$ cat config.mk
export PLATFORM = sky130hd
export DESIGN_NAME = pe_ws_flat
export DESIGN_NICKNAME = d
export VERILOG_FILES = /design/src/rtl/pe_ws_pkg.sv /design/src/rtl/pe_ws_if.sv /design/src/rtl/pe_mac.sv /design/src/rtl/pe_ws.sv /design/src/flat_wrapper.sv
export SDC_FILE = /design/constraint.sdc
export NUM_CORES = 1
export LEC_CHECK = 0
export CAP_MARGIN = 20
export CELL_PAD_IN_SITES_DETAIL_PLACEMENT = 0
export CELL_PAD_IN_SITES_GLOBAL_PLACEMENT = 1
export CORE_MARGIN = 10
export CORE_UTILIZATION = 45
export CTS_BUF_LIST = sky130_fd_sc_hd__clkbuf_4 sky130_fd_sc_hd__clkbuf_8
export CTS_CLUSTER_SIZE = 20
export DETAILED_ROUTE_END_ITERATION = 10
export PLACE_DENSITY_LB_ADDON = 0.1
export SYNTH_ARGS = -nofsm -noshare
export SYNTH_HDL_FRONTEND = slang
export SYNTH_SLANG_ARGS = --single-unit
$ cat constraint.sdc
create_clock -name clk_i -period 17.99 [get_ports clk_i]
set_clock_uncertainty 0.2 [all_clocks]
set_input_delay 3.598 -clock clk_i [delete_from_list [all_inputs] [get_ports clk_i]]
set_output_delay 3.598 -clock clk_i [all_outputs]
set_load 0.05 [all_outputs]
$ cat src/rtl/pe_ws_pkg.sv
// Shared types and default widths for the weight-stationary processing element.
package pe_ws_pkg;

    localparam int unsigned DEF_DATA_W = 8;
    localparam int unsigned DEF_ACC_W  = 32;

    typedef enum logic {
        PASSTHROUGH = 1'b0,
        PROCESS     = 1'b1
    } pe_mode_t;

endpackage : pe_ws_pkg

$ cat src/rtl/pe_ws_if.sv
// Neighbour-facing signal bundle of one PE: activations, partial sums, weight chain, control and flags.
interface pe_ws_if
    import pe_ws_pkg::*;
#(
    parameter int unsigned DATA_W = DEF_DATA_W,
    parameter int unsigned ACC_W  = DEF_ACC_W
);

    logic [DATA_W-1:0] left_data_i;
    logic              left_valid_i;
    logic [DATA_W-1:0] right_data_o;
    logic              right_valid_o;
    logic [ACC_W-1:0]  top_psum_i;
    logic              top_valid_i;
    logic [ACC_W-1:0]  bottom_psum_o;
    logic              bottom_valid_o;
    logic [DATA_W-1:0] w_data_i;
    logic              w_load_i;
    logic [DATA_W-1:0] w_data_o;
    logic              w_load_o;
    logic              swap_i;
    logic              swap_o;
    pe_mode_t          mode_i;
    logic              add_zero_i;
    logic              clr_flags_i;
    logic              ovf_o;
    logic              err_o;

    // Array/controller side driving the PE
    modport master (
        output left_data_i, left_valid_i, top_psum_i, top_valid_i,
               w_data_i, w_load_i, swap_i, mode_i, add_zero_i, clr_flags_i,
        input  right_data_o, right_valid_o, bottom_psum_o, bottom_valid_o,
               w_data_o, w_load_o, swap_o, ovf_o, err_o
    );

    // PE side
    modport slave (
        input  left_data_i, left_valid_i, top_psum_i, top_valid_i,
               w_data_i, w_load_i, swap_i, mode_i, add_zero_i, clr_flags_i,
        output right_data_o, right_valid_o, bottom_psum_o, bottom_valid_o,
               w_data_o, w_load_o, swap_o, ovf_o, err_o
    );

endinterface : pe_ws_if

$ cat src/rtl/pe_mac.sv
// Combinational multiply-add with optional clamping; the add runs one bit wider than the
// accumulator so overflow is detected exactly from the top two sum bits.
module pe_mac #(
    parameter int unsigned DATA_W   = 8,
    parameter int unsigned ACC_W    = 32,
    parameter bit          SIGNED   = 1'b1,
    parameter bit          SATURATE = 1'b1
) (
    input  logic [DATA_W-1:0] i_weight,
    input  logic [DATA_W-1:0] i_act,
    input  logic [ACC_W-1:0]  i_psum,
    input  logic              i_add_zero,
    output logic [ACC_W-1:0]  o_psum_c,
    output logic              o_ovf_c
);

    localparam int unsigned PROD_W = 2 * DATA_W;
    localparam int unsigned SUM_W  = ACC_W + 1;
    localparam int unsigned EXT_W  = SUM_W - PROD_W;

    logic [PROD_W-1:0] w_a_ext;
    logic [PROD_W-1:0] w_b_ext;
    logic [PROD_W-1:0] w_prod;
    logic [SUM_W-1:0]  w_prod_ext;
    logic [SUM_W-1:0]  w_psum_ext;
    logic [SUM_W-1:0]  w_sum;
    logic              w_ovf;

    // Operands extended to product width so the low PROD_W bits are exact in either signedness
    always_comb begin
        w_a_ext    = {{DATA_W{SIGNED & i_weight[DATA_W-1]}}, i_weight};
        w_b_ext    = {{DATA_W{SIGNED & i_act[DATA_W-1]}}, i_act};
        w_prod     = w_a_ext * w_b_ext;
        w_prod_ext = {{EXT_W{SIGNED & w_prod[PROD_W-1]}}, w_prod};
        w_psum_ext = i_add_zero ? '0 : {SIGNED & i_psum[ACC_W-1], i_psum};
        w_sum      = w_prod_ext + w_psum_ext;
        w_ovf      = SIGNED ? (w_sum[ACC_W] ^ w_sum[ACC_W-1]) : w_sum[ACC_W];
    end

    always_comb begin
        o_ovf_c  = w_ovf;
        o_psum_c = w_sum[ACC_W-1:0];
        if (SATURATE && w_ovf) begin
            if (!SIGNED) begin
                o_psum_c = '1;
            end else if (w_sum[ACC_W]) begin
                o_psum_c = {1'b1, {(ACC_W-1){1'b0}}};
            end else begin
                o_psum_c = {1'b0, {(ACC_W-1){1'b1}}};
            end
        end
    end

endmodule : pe_mac

$ cat src/rtl/pe_ws.sv
// Weight-stationary systolic PE: double-buffered weight with a column shift chain,
// activation forwarding to the right and a registered MAC result downward.
module pe_ws
    import pe_ws_pkg::*;
#(
    parameter int unsigned DATA_W   = DEF_DATA_W,
    parameter int unsigned ACC_W    = DEF_ACC_W,
    parameter bit          SIGNED   = 1'b1,
    parameter bit          SATURATE = 1'b1
) (
    input  logic    clk_i,
    input  logic    rst_ni,
    pe_ws_if.slave  bus
);

    logic [DATA_W-1:0] r_right_data;
    logic              r_right_valid;
    logic              r_w_load;
    logic              r_swap;
    logic [DATA_W-1:0] r_shadow_w;
    logic [DATA_W-1:0] r_active_w;
    logic [DATA_W-1:0] r_w_data;
    logic [ACC_W-1:0]  r_bottom_psum;
    logic              r_bottom_valid;
    logic              r_ovf;
    logic              r_err;

    logic [ACC_W-1:0]  w_mac_psum;
    logic              w_mac_ovf;
    logic [ACC_W-1:0]  w_psum_nxt;
    logic              w_valid_nxt;
    logic              w_ovf_set;
    logic              w_err_set;
    logic              w_ovf_nxt;
    logic              w_err_nxt;

    // The multiplier always sees the pre-swap active weight
    pe_mac #(
        .DATA_W   (DATA_W),
        .ACC_W    (ACC_W),
        .SIGNED   (SIGNED),
        .SATURATE (SATURATE)
    ) u_mac (
        .i_weight   (r_active_w),
        .i_act      (bus.left_data_i),
        .i_psum     (bus.top_psum_i),
        .i_add_zero (bus.add_zero_i),
        .o_psum_c   (w_mac_psum),
        .o_ovf_c    (w_mac_ovf)
    );

    always_comb begin
        w_psum_nxt  = r_bottom_psum;
        w_valid_nxt = 1'b0;
        w_ovf_set   = 1'b0;
        w_err_set   = 1'b0;
        if (bus.mode_i == PASSTHROUGH) begin
            w_psum_nxt  = bus.top_psum_i;
            w_valid_nxt = bus.top_valid_i;
        end else if (bus.left_valid_i) begin
            w_psum_nxt  = w_mac_psum;
            w_valid_nxt = 1'b1;
            w_ovf_set   = w_mac_ovf;
            w_err_set   = !bus.add_zero_i && !bus.top_valid_i;
        end
        // Clear wins over a same-cycle set
        w_ovf_nxt = bus.clr_flags_i ? 1'b0 : (r_ovf | w_ovf_set);
        w_err_nxt = bus.clr_flags_i ? 1'b0 : (r_err | w_err_set);
    end

    always_ff @(posedge clk_i or negedge rst_ni) begin
        if (!rst_ni) begin
            r_right_data   <= '0;
            r_right_valid  <= 1'b0;
            r_w_load       <= 1'b0;
            r_swap         <= 1'b0;
            r_shadow_w     <= '0;
            r_active_w     <= '0;
            r_w_data       <= '0;
            r_bottom_psum  <= '0;
            r_bottom_valid <= 1'b0;
            r_ovf          <= 1'b0;
            r_err          <= 1'b0;
        end else begin
            r_right_data   <= bus.left_data_i;
            r_right_valid  <= bus.left_valid_i;
            r_w_load       <= bus.w_load_i;
            r_swap         <= bus.swap_i;
            if (bus.w_load_i) begin
                r_shadow_w <= bus.w_data_i;
                r_w_data   <= r_shadow_w;
            end
            if (bus.swap_i) begin
                r_active_w <= r_shadow_w;
            end
            r_bottom_psum  <= w_psum_nxt;
            r_bottom_valid <= w_valid_nxt;
            r_ovf          <= w_ovf_nxt;
            r_err          <= w_err_nxt;
        end
    end

    assign bus.right_data_o   = r_right_data;
    assign bus.right_valid_o  = r_right_valid;
    assign bus.w_load_o       = r_w_load;
    assign bus.swap_o         = r_swap;
    assign bus.w_data_o       = r_w_data;
    assign bus.bottom_psum_o  = r_bottom_psum;
    assign bus.bottom_valid_o = r_bottom_valid;
    assign bus.ovf_o          = r_ovf;
    assign bus.err_o          = r_err;

endmodule : pe_ws

$ cat src/flat_wrapper.sv
// flat-port wrapper written by rule: the top's interface ports become plain ports
module pe_ws_flat import pe_ws_pkg::*;
#(
    parameter int unsigned DATA_W   = DEF_DATA_W,
    parameter int unsigned ACC_W    = DEF_ACC_W,
    parameter bit          SIGNED   = 1'b1,
    parameter bit          SATURATE = 1'b1
)
  (clk_i, rst_ni, bus_left_data_i, bus_left_valid_i, bus_top_psum_i, bus_top_valid_i, bus_w_data_i, bus_w_load_i, bus_swap_i, bus_mode_i, bus_add_zero_i, bus_clr_flags_i, bus_right_data_o, bus_right_valid_o, bus_bottom_psum_o, bus_bottom_valid_o, bus_w_data_o, bus_w_load_o, bus_swap_o, bus_ovf_o, bus_err_o);
  pe_ws_if #(.DATA_W(DATA_W), .ACC_W(ACC_W)) bus_i ();
  input  logic clk_i;
  input  logic rst_ni;
  input wire logic [$bits(bus_i.left_data_i)-1:0] bus_left_data_i;
  input wire logic [$bits(bus_i.left_valid_i)-1:0] bus_left_valid_i;
  input wire logic [$bits(bus_i.top_psum_i)-1:0] bus_top_psum_i;
  input wire logic [$bits(bus_i.top_valid_i)-1:0] bus_top_valid_i;
  input wire logic [$bits(bus_i.w_data_i)-1:0] bus_w_data_i;
  input wire logic [$bits(bus_i.w_load_i)-1:0] bus_w_load_i;
  input wire logic [$bits(bus_i.swap_i)-1:0] bus_swap_i;
  input wire logic [$bits(bus_i.mode_i)-1:0] bus_mode_i;
  input wire logic [$bits(bus_i.add_zero_i)-1:0] bus_add_zero_i;
  input wire logic [$bits(bus_i.clr_flags_i)-1:0] bus_clr_flags_i;
  output wire logic [$bits(bus_i.right_data_o)-1:0] bus_right_data_o;
  output wire logic [$bits(bus_i.right_valid_o)-1:0] bus_right_valid_o;
  output wire logic [$bits(bus_i.bottom_psum_o)-1:0] bus_bottom_psum_o;
  output wire logic [$bits(bus_i.bottom_valid_o)-1:0] bus_bottom_valid_o;
  output wire logic [$bits(bus_i.w_data_o)-1:0] bus_w_data_o;
  output wire logic [$bits(bus_i.w_load_o)-1:0] bus_w_load_o;
  output wire logic [$bits(bus_i.swap_o)-1:0] bus_swap_o;
  output wire logic [$bits(bus_i.ovf_o)-1:0] bus_ovf_o;
  output wire logic [$bits(bus_i.err_o)-1:0] bus_err_o;
  assign bus_i.left_data_i = bus_left_data_i;
  assign bus_i.left_valid_i = bus_left_valid_i;
  assign bus_i.top_psum_i = bus_top_psum_i;
  assign bus_i.top_valid_i = bus_top_valid_i;
  assign bus_i.w_data_i = bus_w_data_i;
  assign bus_i.w_load_i = bus_w_load_i;
  assign bus_i.swap_i = bus_swap_i;
  assign bus_i.mode_i = bus_mode_i;
  assign bus_i.add_zero_i = bus_add_zero_i;
  assign bus_i.clr_flags_i = bus_clr_flags_i;
  assign bus_right_data_o = bus_i.right_data_o;
  assign bus_right_valid_o = bus_i.right_valid_o;
  assign bus_bottom_psum_o = bus_i.bottom_psum_o;
  assign bus_bottom_valid_o = bus_i.bottom_valid_o;
  assign bus_w_data_o = bus_i.w_data_o;
  assign bus_w_load_o = bus_i.w_load_o;
  assign bus_swap_o = bus_i.swap_o;
  assign bus_ovf_o = bus_i.ovf_o;
  assign bus_err_o = bus_i.err_o;
  pe_ws #(.DATA_W(DATA_W), .ACC_W(ACC_W), .SIGNED(SIGNED), .SATURATE(SATURATE)) u_core (.clk_i(clk_i), .rst_ni(rst_ni), .bus(bus_i));
endmodule
==> results of run 1 <==
[cells in the final DEF, fill, tap and decap left out, drive strengths merged, types with 5 or more instances in the layout]
| cell | count |
|---|---|
| buf | 5 |
| o21bai | 10 |
| a31oi | 7 |
| inv | 102 |
| o211ai | 28 |
| ha | 52 |
| nor3 | 11 |
| a21oi | 44 |
| nor2b | 41 |
| mux2 | 25 |
| a211oi | 6 |
| a21o | 9 |
| a41oi | 6 |
| o31ai | 9 |
| or2 | 5 |
| or3 | 6 |
| and3 | 5 |
| o22ai | 10 |
| a22oi | 21 |
| nand2 | 49 |
| fa | 56 |
| clkdlybuf4s50 | 109 |
| xnor2 | 32 |
| o21ai | 27 |
| and2 | 51 |
| dfrtp | 70 |
| nand3 | 18 |
| clkbuf | 10 |
| nor2 | 41 |
| xor2 | 12 |
[cells in the mapped netlist, types with 15 or more instances]
cell type  count
fa_1          56
o21ai_0       25
dfrtp_1       70
a22oi_1       21
nand3_1       15
xnor2_1       31
inv_1        100
nand2_1       48
a21oi_1       43
nor2b_1       41
nor2_1        40
ha_1          52
clkbuf_1      20
and2_1        51
mux2_2        25
o211ai_2      19
[worst max-delay path: cells and delay by family]
family                     cells  cell delay (ns)
adders and majority gates      6             3.05
and+or+nand+nor                6             1.64
buffers and inverters          7             1.65
AOI/OAI and AO/OA              8             2.56
[sequential cells by signal (all words and copies together), names as in the netlist]
signal                     count
u_core.bus.bottom_psum_o      32
u_core.bus.bottom_valid_o      1
u_core.bus.err_o               1
u_core.bus.ovf_o               1
u_core.bus.right_data_o        8
u_core.bus.right_valid_o       1
u_core.bus.swap_o              1
u_core.bus.w_data_o            8
u_core.bus.w_load_o            1
u_core.r_active_w              8
u_core.r_shadow_w              8
[kinds of logic after synthesis]
| family | Yosys count | share of synthesized area [%] |
|---|---|---|
| xor gates and xnor gates | 46 | 5.75 |
| adders and majority gates | 108 | 23.2 |
| and+or+nand+nor | 234 | 16.7 |
| buffers and inverters | 130 | 6.75 |
| AOI/OAI and AO/OA | 212 | 20.6 |
| DFF | 70 | 23.0 |
| muxes | 27 | 3.96 |
[worst min-delay path by stage]
stage	start	endpoint	slack, ns	cells past startpoint
after floorplan	u_core.r_shadow_w[7]	u_core.r_shadow_w[7]	0.29	1
after global placement	u_core.bus.err_o	u_core.bus.err_o	0.28	2
after detailed placement	u_core.bus.ovf_o	u_core.bus.ovf_o	0.29	1
after CTS	u_core.bus.ovf_o	u_core.bus.ovf_o	0.32	1
after global routing	u_core.bus.ovf_o	u_core.bus.ovf_o	0.34	1
final	u_core.bus.w_data_o[6]	u_core.bus.w_data_o[6]	0.31	1
[per-stage QoR]
step,instance area (sq um),hold WS [ns],utilization [%]
2_1_floorplan,7620,0.292,-
3_3_place_gp,8880,0.279,53.6
3_5_place_dp,8880,0.295,53.6
4_1_cts,9110,0.315,55.0
5_1_grt,9140,0.337,55.1
6_report,9140,0.314,55.1
[layer usage]
metal | up-vias | wire [um]
li1 | 3059 | -
met1 | 3228 | 9640
met2 | 169 | 10300
met3 | 21 | 1210
met4 | 0 | 367
met5 | - | 0
[cell type report]
class	instances	area share, %
multi-input cells	627	58.6
flip-flops and latches	70	19.2
repair buffers	114	12.6
inverters	101	4.15
well taps	220	3.01
clock buffers	10	1.51
clock inverters	6	1.03
==> summary.json, run 1 <==
{
  "run_status": "complete, no violations",
  "ctsResizeCount": 0,
  "cts-hold-fix-buffers": 0,
  "endpoint_of_the_most_critical_register_to_register_path": "u_core.bus.bottom_psum_o[3]",
  "routed_wl_um": 21500,
  "critical_path.max_fanout": 32,
  "drt_iter0_drc": 434,
  "met2_usage_pct": 32.9,
  "crit_end": "u_core.bus.bottom_psum_o[3]",
  "n_fill_cell": 1554,
  "finish.net_count": 1088,
  "cts.reportedPaths.clkPinSlew_ns": 0.09,
  "grt_antenna_before_repair": 0,
  "worstSetupStartpointType": "input pin",
  "final_layout_size_suffix_gt1_share_pct": 9.70,
  "clock_sink_count": 70,
  "setup_total_negative_slack_ns": 0,
  "drt_drc_violations_left": 0,
  "r2r-start": "u_core.r_active_w[7]",
  "asyncSetResetFlopFracSynth_pct": 100,
  "fp-row-count": 47,
  "finalWorstSetupSlack_ns": 5.47,
  "final-hold-violation-count": 0,
  "final-seq-area_sq_um": 1750,
  "h-tree-depth": 3,
  "hold_path.class": "reg -> reg",
  "syn-instance-count": 827,
  "main_flop_type_after_synthesis": "dfrtp_1",
  "crit_type": "in -> reg",
  "global_route.usage.total_pct": 19.8,
  "cpPeakStageDelay_ns": 0.71,
  "antenna_violating_nets_post_route": 0,
  "detail_route.wl_per_cell_um": 18.8,
  "grt_overflow": 0,
  "die_h_um": 150,
  "n_antenna_cell": 0,
  "worst_ep_required_time_ns": 18.01,
  "wire_length_of_the_first_global_routing_pass_um": 35900,
  "floorplan_core_area_sq_um": 16600,
  "grt_max_degree": 71,
  "highest_achievable_clock_rate_mhz": 79.9,
  "synth.cell_area_sq_um": 7620,
  "ctsRootBufferMaster": "clkbuf_8",
  "finalCriticalPeriod_ns": 12.52,
  "pre_cts_slack_ns": 5.16,
  "area_used_by_multi_input_combinational_logic_sq_um": 5360,
  "timing.final.setup_violations": 0,
  "leading_post_synthesis_cells_by_cell_area": "dfrtp_1 (23%), fa_1 (15%), ha_1 (8.5%)",
  "dpl.cell_count": 1131,
  "port_buffers": 110,
  "slew_headroom_pct": 35.9,
  "crit_path_end_kind": "flop",
  "postcts_setup_bufs": 0,
  "post_drt_via_cell_ratio": 5.64,
  "ys_seq_elements": 70,
  "finalMaxSlewViolations": 0,
  "synth_top_area_share_pct": 23.0,
  "dp_hpwl_um": 16600,
  "reg2reg_depth": 27,
  "tritoncts": "yes",
  "drt_pre_antenna_iters": 5,
  "first_global_vias": 6972,
  "synth.avg_cell_area_sq_um": 9.22,
  "min_period_over_period_pct": 69.6,
  "io_pins": 111,
  "grt_setup_unrepaired": "false",
  "clk-insertion-delay-late_ns": 0.38,
  "gp_congestion": 0.911,
  "cts_made_buffers": 9,
  "layoutNonFillerInstCount": 1148,
  "post_synth_edffs": 0,
  "gr-max-usage-layer": "met2",
  "arrival_ns": 12.54,
  "synth.distinct_cells": 72,
  "die_width_um": 150,
  "dieArea_sq_um": 22500,
  "syn_nets": 992,
  "use_met1_pct": 25.8,
  "groute.layer.met3.usage_pct": 3.84,
  "yosysTopAreaCell": "dfrtp_1",
  "seq_area_frac_synth_pct": 23.0,
  "area_growth_pct": 19.9,
  "start_util_pct": 46.0,
  "worst_slew_pin_slew_ns": 0.961,
  "critPathSlowestCell": "o21ai_1",
  "dr_total_vias": 6477,
  "clock_path_buffers": 2,
  "cap_viol_max_count": 0,
  "timing.reg2reg.setup_slack_ns": 8.84,
  "yosys_warns": 0,
  "critical_path_origin": "bus_left_data_i[3]"
}
Power of run 1 is left out: the tool's default activity adds up to more than one toggle a clock period on the data nets, which glitch-free logic cannot reach.
==> inputs of run 2 (changes only) <==
--- a/config.mk
+++ b/config.mk
@@ -9,7 +9,7 @@
 export CELL_PAD_IN_SITES_DETAIL_PLACEMENT = 0
 export CELL_PAD_IN_SITES_GLOBAL_PLACEMENT = 1
 export CORE_MARGIN = 10
-export CORE_UTILIZATION = 45
+export CORE_UTILIZATION = 40
 export CTS_BUF_LIST = sky130_fd_sc_hd__clkbuf_4 sky130_fd_sc_hd__clkbuf_8
 export CTS_CLUSTER_SIZE = 20
 export DETAILED_ROUTE_END_ITERATION = 10
==> constraint.sdc (replaced) <==
create_clock -name clk_i -period 11.5 [get_ports clk_i]
set_clock_uncertainty 0.2 [all_clocks]
set_input_delay 2.3 -clock clk_i [delete_from_list [all_inputs] [get_ports clk_i]]
set_output_delay 2.3 -clock clk_i [all_outputs]
set_load 0.05 [all_outputs]
==> run 2 against run 1 <==
  * Global-route usage fell by 1.7 points
  * Non-clock buffer count rose by 4
  * Design area rose by 0.90%
  * Largest cell class unchanged
  * Count of clock-buffer cells in the layout fell by 1
  * Utilization fell by 5.8 points
==> summary.json, run 2 (synthesis results as in run 1) <==
{
  "postcts_setup_bufs": {"value": 0, "change": "unchanged"},
  "antenna_violating_nets_post_route": {"value": 0, "change": "unchanged"},
  "final_layout_size_suffix_gt1_share": {"value": 10.2, "unit": "%", "change": "+0.49 points"},
  "first_global_vias": {"value": 6670, "change": "-4.3%"},
  "io_pins": {"value": 111, "change": "unchanged"},
  "cts_made_buffers": {"value": 9, "change": "unchanged"},
  "area_growth_pct": 21.0,
  "ctsRootBufferMaster": "clkbuf_8",
  "detail_route.wl_per_cell": {"value": 18.8, "unit": "um", "change": "+0.18%"},
  "port_buffers": {"value": 110, "change": "unchanged"},
  "ctsResizeCount": {"value": 0, "change": "unchanged"},
  "wirelength_met1": {"value": 10100, "unit": "um", "change": "+4.8%"},
  "grt_setup_unrepaired": "false",
  "place_area": {"value": 8970, "unit": "sq um", "change": "+1.0%"},
  "final-hold-violation-count": {"value": 0, "change": "unchanged"},
  "dieArea": {"value": 25000, "unit": "sq um", "change": "+11%"},
  "die_width": {"value": 158, "unit": "um", "change": "+5.3%"},
  "final_cell_mix": "clkdlybuf4s50_1 (109), inv_1 (100), dfrtp_1 (70), fa_1 (56), ha_1 (52)",
  "grt_antenna_before_repair": {"value": 0, "change": "unchanged"},
  "grt_overflow": {"value": 0, "change": "unchanged"},
  "routed_wl": {"value": 21900, "unit": "um", "change": "+1.8%"},
  "clock_sink_count": {"value": 70, "change": "unchanged"},
  "r2r-start": "u_core.r_active_w[7]",
  "timing.reg2reg.setup_slack": {"value": 3.33, "unit": "ns", "change": "-5.51 ns"},
  "maxUsedRoutingLayer": "met4",
  "grt_max_degree": {"value": 71, "change": "unchanged"},
  "dr_total_vias": {"value": 6420, "change": "-0.88%"},
  "final_common_cell": "clkdlybuf4s50_1",
  "cap_viol_max_count": {"value": 0, "change": "unchanged"},
  "finish.net_count": {"value": 1092, "change": "+0.37%"},
  "h-tree-depth": {"value": 3, "change": "unchanged"},
  "hold_path.class": "reg -> reg",
  "global_route.usage.total": {"value": 18.1, "unit": "%", "change": "-1.7 points"},
  "floorplan_core_area": {"value": 18700, "unit": "sq um", "change": "+13%"},
  "worst_ep_required_time": {"value": 11.55, "unit": "ns", "change": "-6.46 ns"},
  "utilization": {"value": 49.3, "unit": "%", "change": "-5.8 points"},
  "clk-insertion-delay-late": {"value": 0.39, "unit": "ns", "change": "about the same"},
  "setup_total_negative_slack": {"value": 0, "unit": "ns", "change": "unchanged"},
  "min_period_over_period_pct": 89.0,
  "holdPathStages": {"value": 2, "change": "+1"},
  "dp_hpwl": {"value": 17200, "unit": "um", "change": "+3.3%"},
  "cts.reportedPaths.clkPinSlew": {"value": 0.10, "unit": "ns", "change": "about the same"},
  "timing.hold.worst.start": "u_core.bus.err_o",
  "finalMaxSlewViolations": {"value": 0, "change": "unchanged"},
  "reg2reg_depth": {"value": 26, "change": "-3.7%"},
  "worstSetupStartpointType": "input pin",
  "critical_path.max_fanout": {"value": 20, "change": "-38%"},
  "finalWorstSetupSlack": {"value": 1.26, "unit": "ns", "change": "-4.21 ns"},
  "drt_iter0_drc": {"value": 431, "change": "-0.69%"},
  "largest_register_ffs": {"value": 32, "change": "unchanged"},
  "start_util": {"value": 40.7, "unit": "%", "change": "-5.2 points"},
  "dr_wl_met3": {"value": 1440, "unit": "um", "change": "+19%"},
  "highest_achievable_clock_rate_mhz": 97.7,
  "wl_met2": {"value": 10100, "unit": "um", "change": "-2.0%"},
  "gp_congestion": {"value": 0.909, "change": "-0.22%"},
  "postLayoutCellArea": {"value": 9220, "unit": "sq um", "change": "+0.90%"},
  "worst_hold_path.endpoint": "u_core.bus.err_o",
  "timing.final.setup_violations": {"value": 0, "change": "unchanged"},
  "drt_pre_antenna_iters": {"value": 5, "change": "unchanged"},
  "cts-hold-fix-buffers": {"value": 0, "change": "unchanged"},
  "tritoncts": "yes",
  "die_h": {"value": 158, "unit": "um", "change": "+5.3%"},
  "drt_drc_violations_left": {"value": 0, "change": "unchanged"},
  "endpoint_of_the_most_critical_register_to_register_path": "u_core.bus.bottom_psum_o[22]",
  "pre_cts_slack": {"value": 0.804, "unit": "ns", "change": "-4.36 ns"},
  "crit_type": "in -> reg",
  "crit_path_end_kind": "flop",
  "wire_length_of_the_first_global_routing_pass": {"value": 35700, "unit": "um", "change": "-0.50%"},
  "clock_path_buffers": {"value": 2, "change": "unchanged"},
  "n_antenna_cell": {"value": 0, "change": "unchanged"},
  "arrival": {"value": 10.29, "unit": "ns", "change": "-2.25 ns"},
  "fp-row-count": {"value": 50, "change": "+6.4%"},
  "finalCriticalPeriod_ns": 10.24,
  "run_status": "complete, no violations",
  "post_drt_via_cell_ratio": {"value": 5.51, "change": "-2.4%"},
  "worst_slew_pin_slew": {"value": 0.961, "unit": "ns", "change": "-0.000430 ns"},
  "slew_headroom": {"value": 35.9, "unit": "%", "change": "about the same"}
}
run 2: cell types whose count changed in the layout (fill, tap and decap cells not counted):
cell,before,now
buf_4,4,7
buf_12,0,1
bufinv_16,2,3
clkbuf_8,10,9
clkinv_4,2,1
clkinvlp_4,1,0
inv_6,1,2
inv_8,0,1
nor2_1,40,39
nor2_2,0,1
run 2: area by class of cell:
class                      instances  area (sq um)
multi-input combinational        627          5360
inverter                         101           379
clock inverter                     7           128
fill                            1811          9480
sequential                        70          1750
timing repair buffer             118          1190
clock buffer                       9           124
tap                              234           293
run 2: worst max path at each step:
stage	from	end	slack, ns	cells after the start
6_report	bus_left_data_i[2]	u_core.bus.bottom_psum_o[22]	1.26	28
3_3_place_gp	bus_left_data_i[2]	u_core.bus.bottom_psum_o[22]	0.83	28
5_1_grt	bus_left_data_i[4]	u_core.bus.bottom_psum_o[22]	0.60	27
4_1_cts	bus_left_data_i[3]	u_core.bus.bottom_psum_o[22]	1.20	27
3_5_place_dp	bus_left_data_i[3]	u_core.bus.bottom_psum_o[22]	0.80	27
2_1_floorplan	bus_left_data_i[3]	u_core.bus.bottom_psum_o[11]	1.88	30
run 2: layer usage:
layer / vias to the layer above / GRT usage, %
met1: 3147 / 24.5
met5: - / 0
met3: 21 / 4.12
li1: 3062 / -
met4: 0 / 4.41
met2: 190 / 28.7
run 2: through the flow:
step	hold WS [ns]	cells
final	0.308	1166
after global routing	0.316	1166
after CTS	0.311	1166
after detailed placement	0.295	1150
after global placement	0.282	1149
after floorplan	0.292	827
run 2: worst max-delay path: stages:
cell and delay, ns:
clkdlybuf4s50_1 0.60, nand2_1 0.21, inv_1 0.10, fa_1 0.63
inv_1 0.17, fa_1 0.55, inv_1 0.05, fa_1 0.52
inv_1 0.05, fa_1 0.53, inv_1 0.04, ha_1 0.33
o211ai_1 0.14, o211a_1 0.24, nor3_2 0.29, a21o_2 0.27
nand2_2 0.09, inv_2 0.31, ha_1 0.38, a21oi_1 0.38
nand2_1 0.23, o211ai_1 0.31, a22o_1 0.23, a211oi_2 0.05
a21bo_2 0.26, nand3_2 0.26, a2111oi_0 0.66, a211oi_1 0.10
Power of run 2 is left out for the same reason.
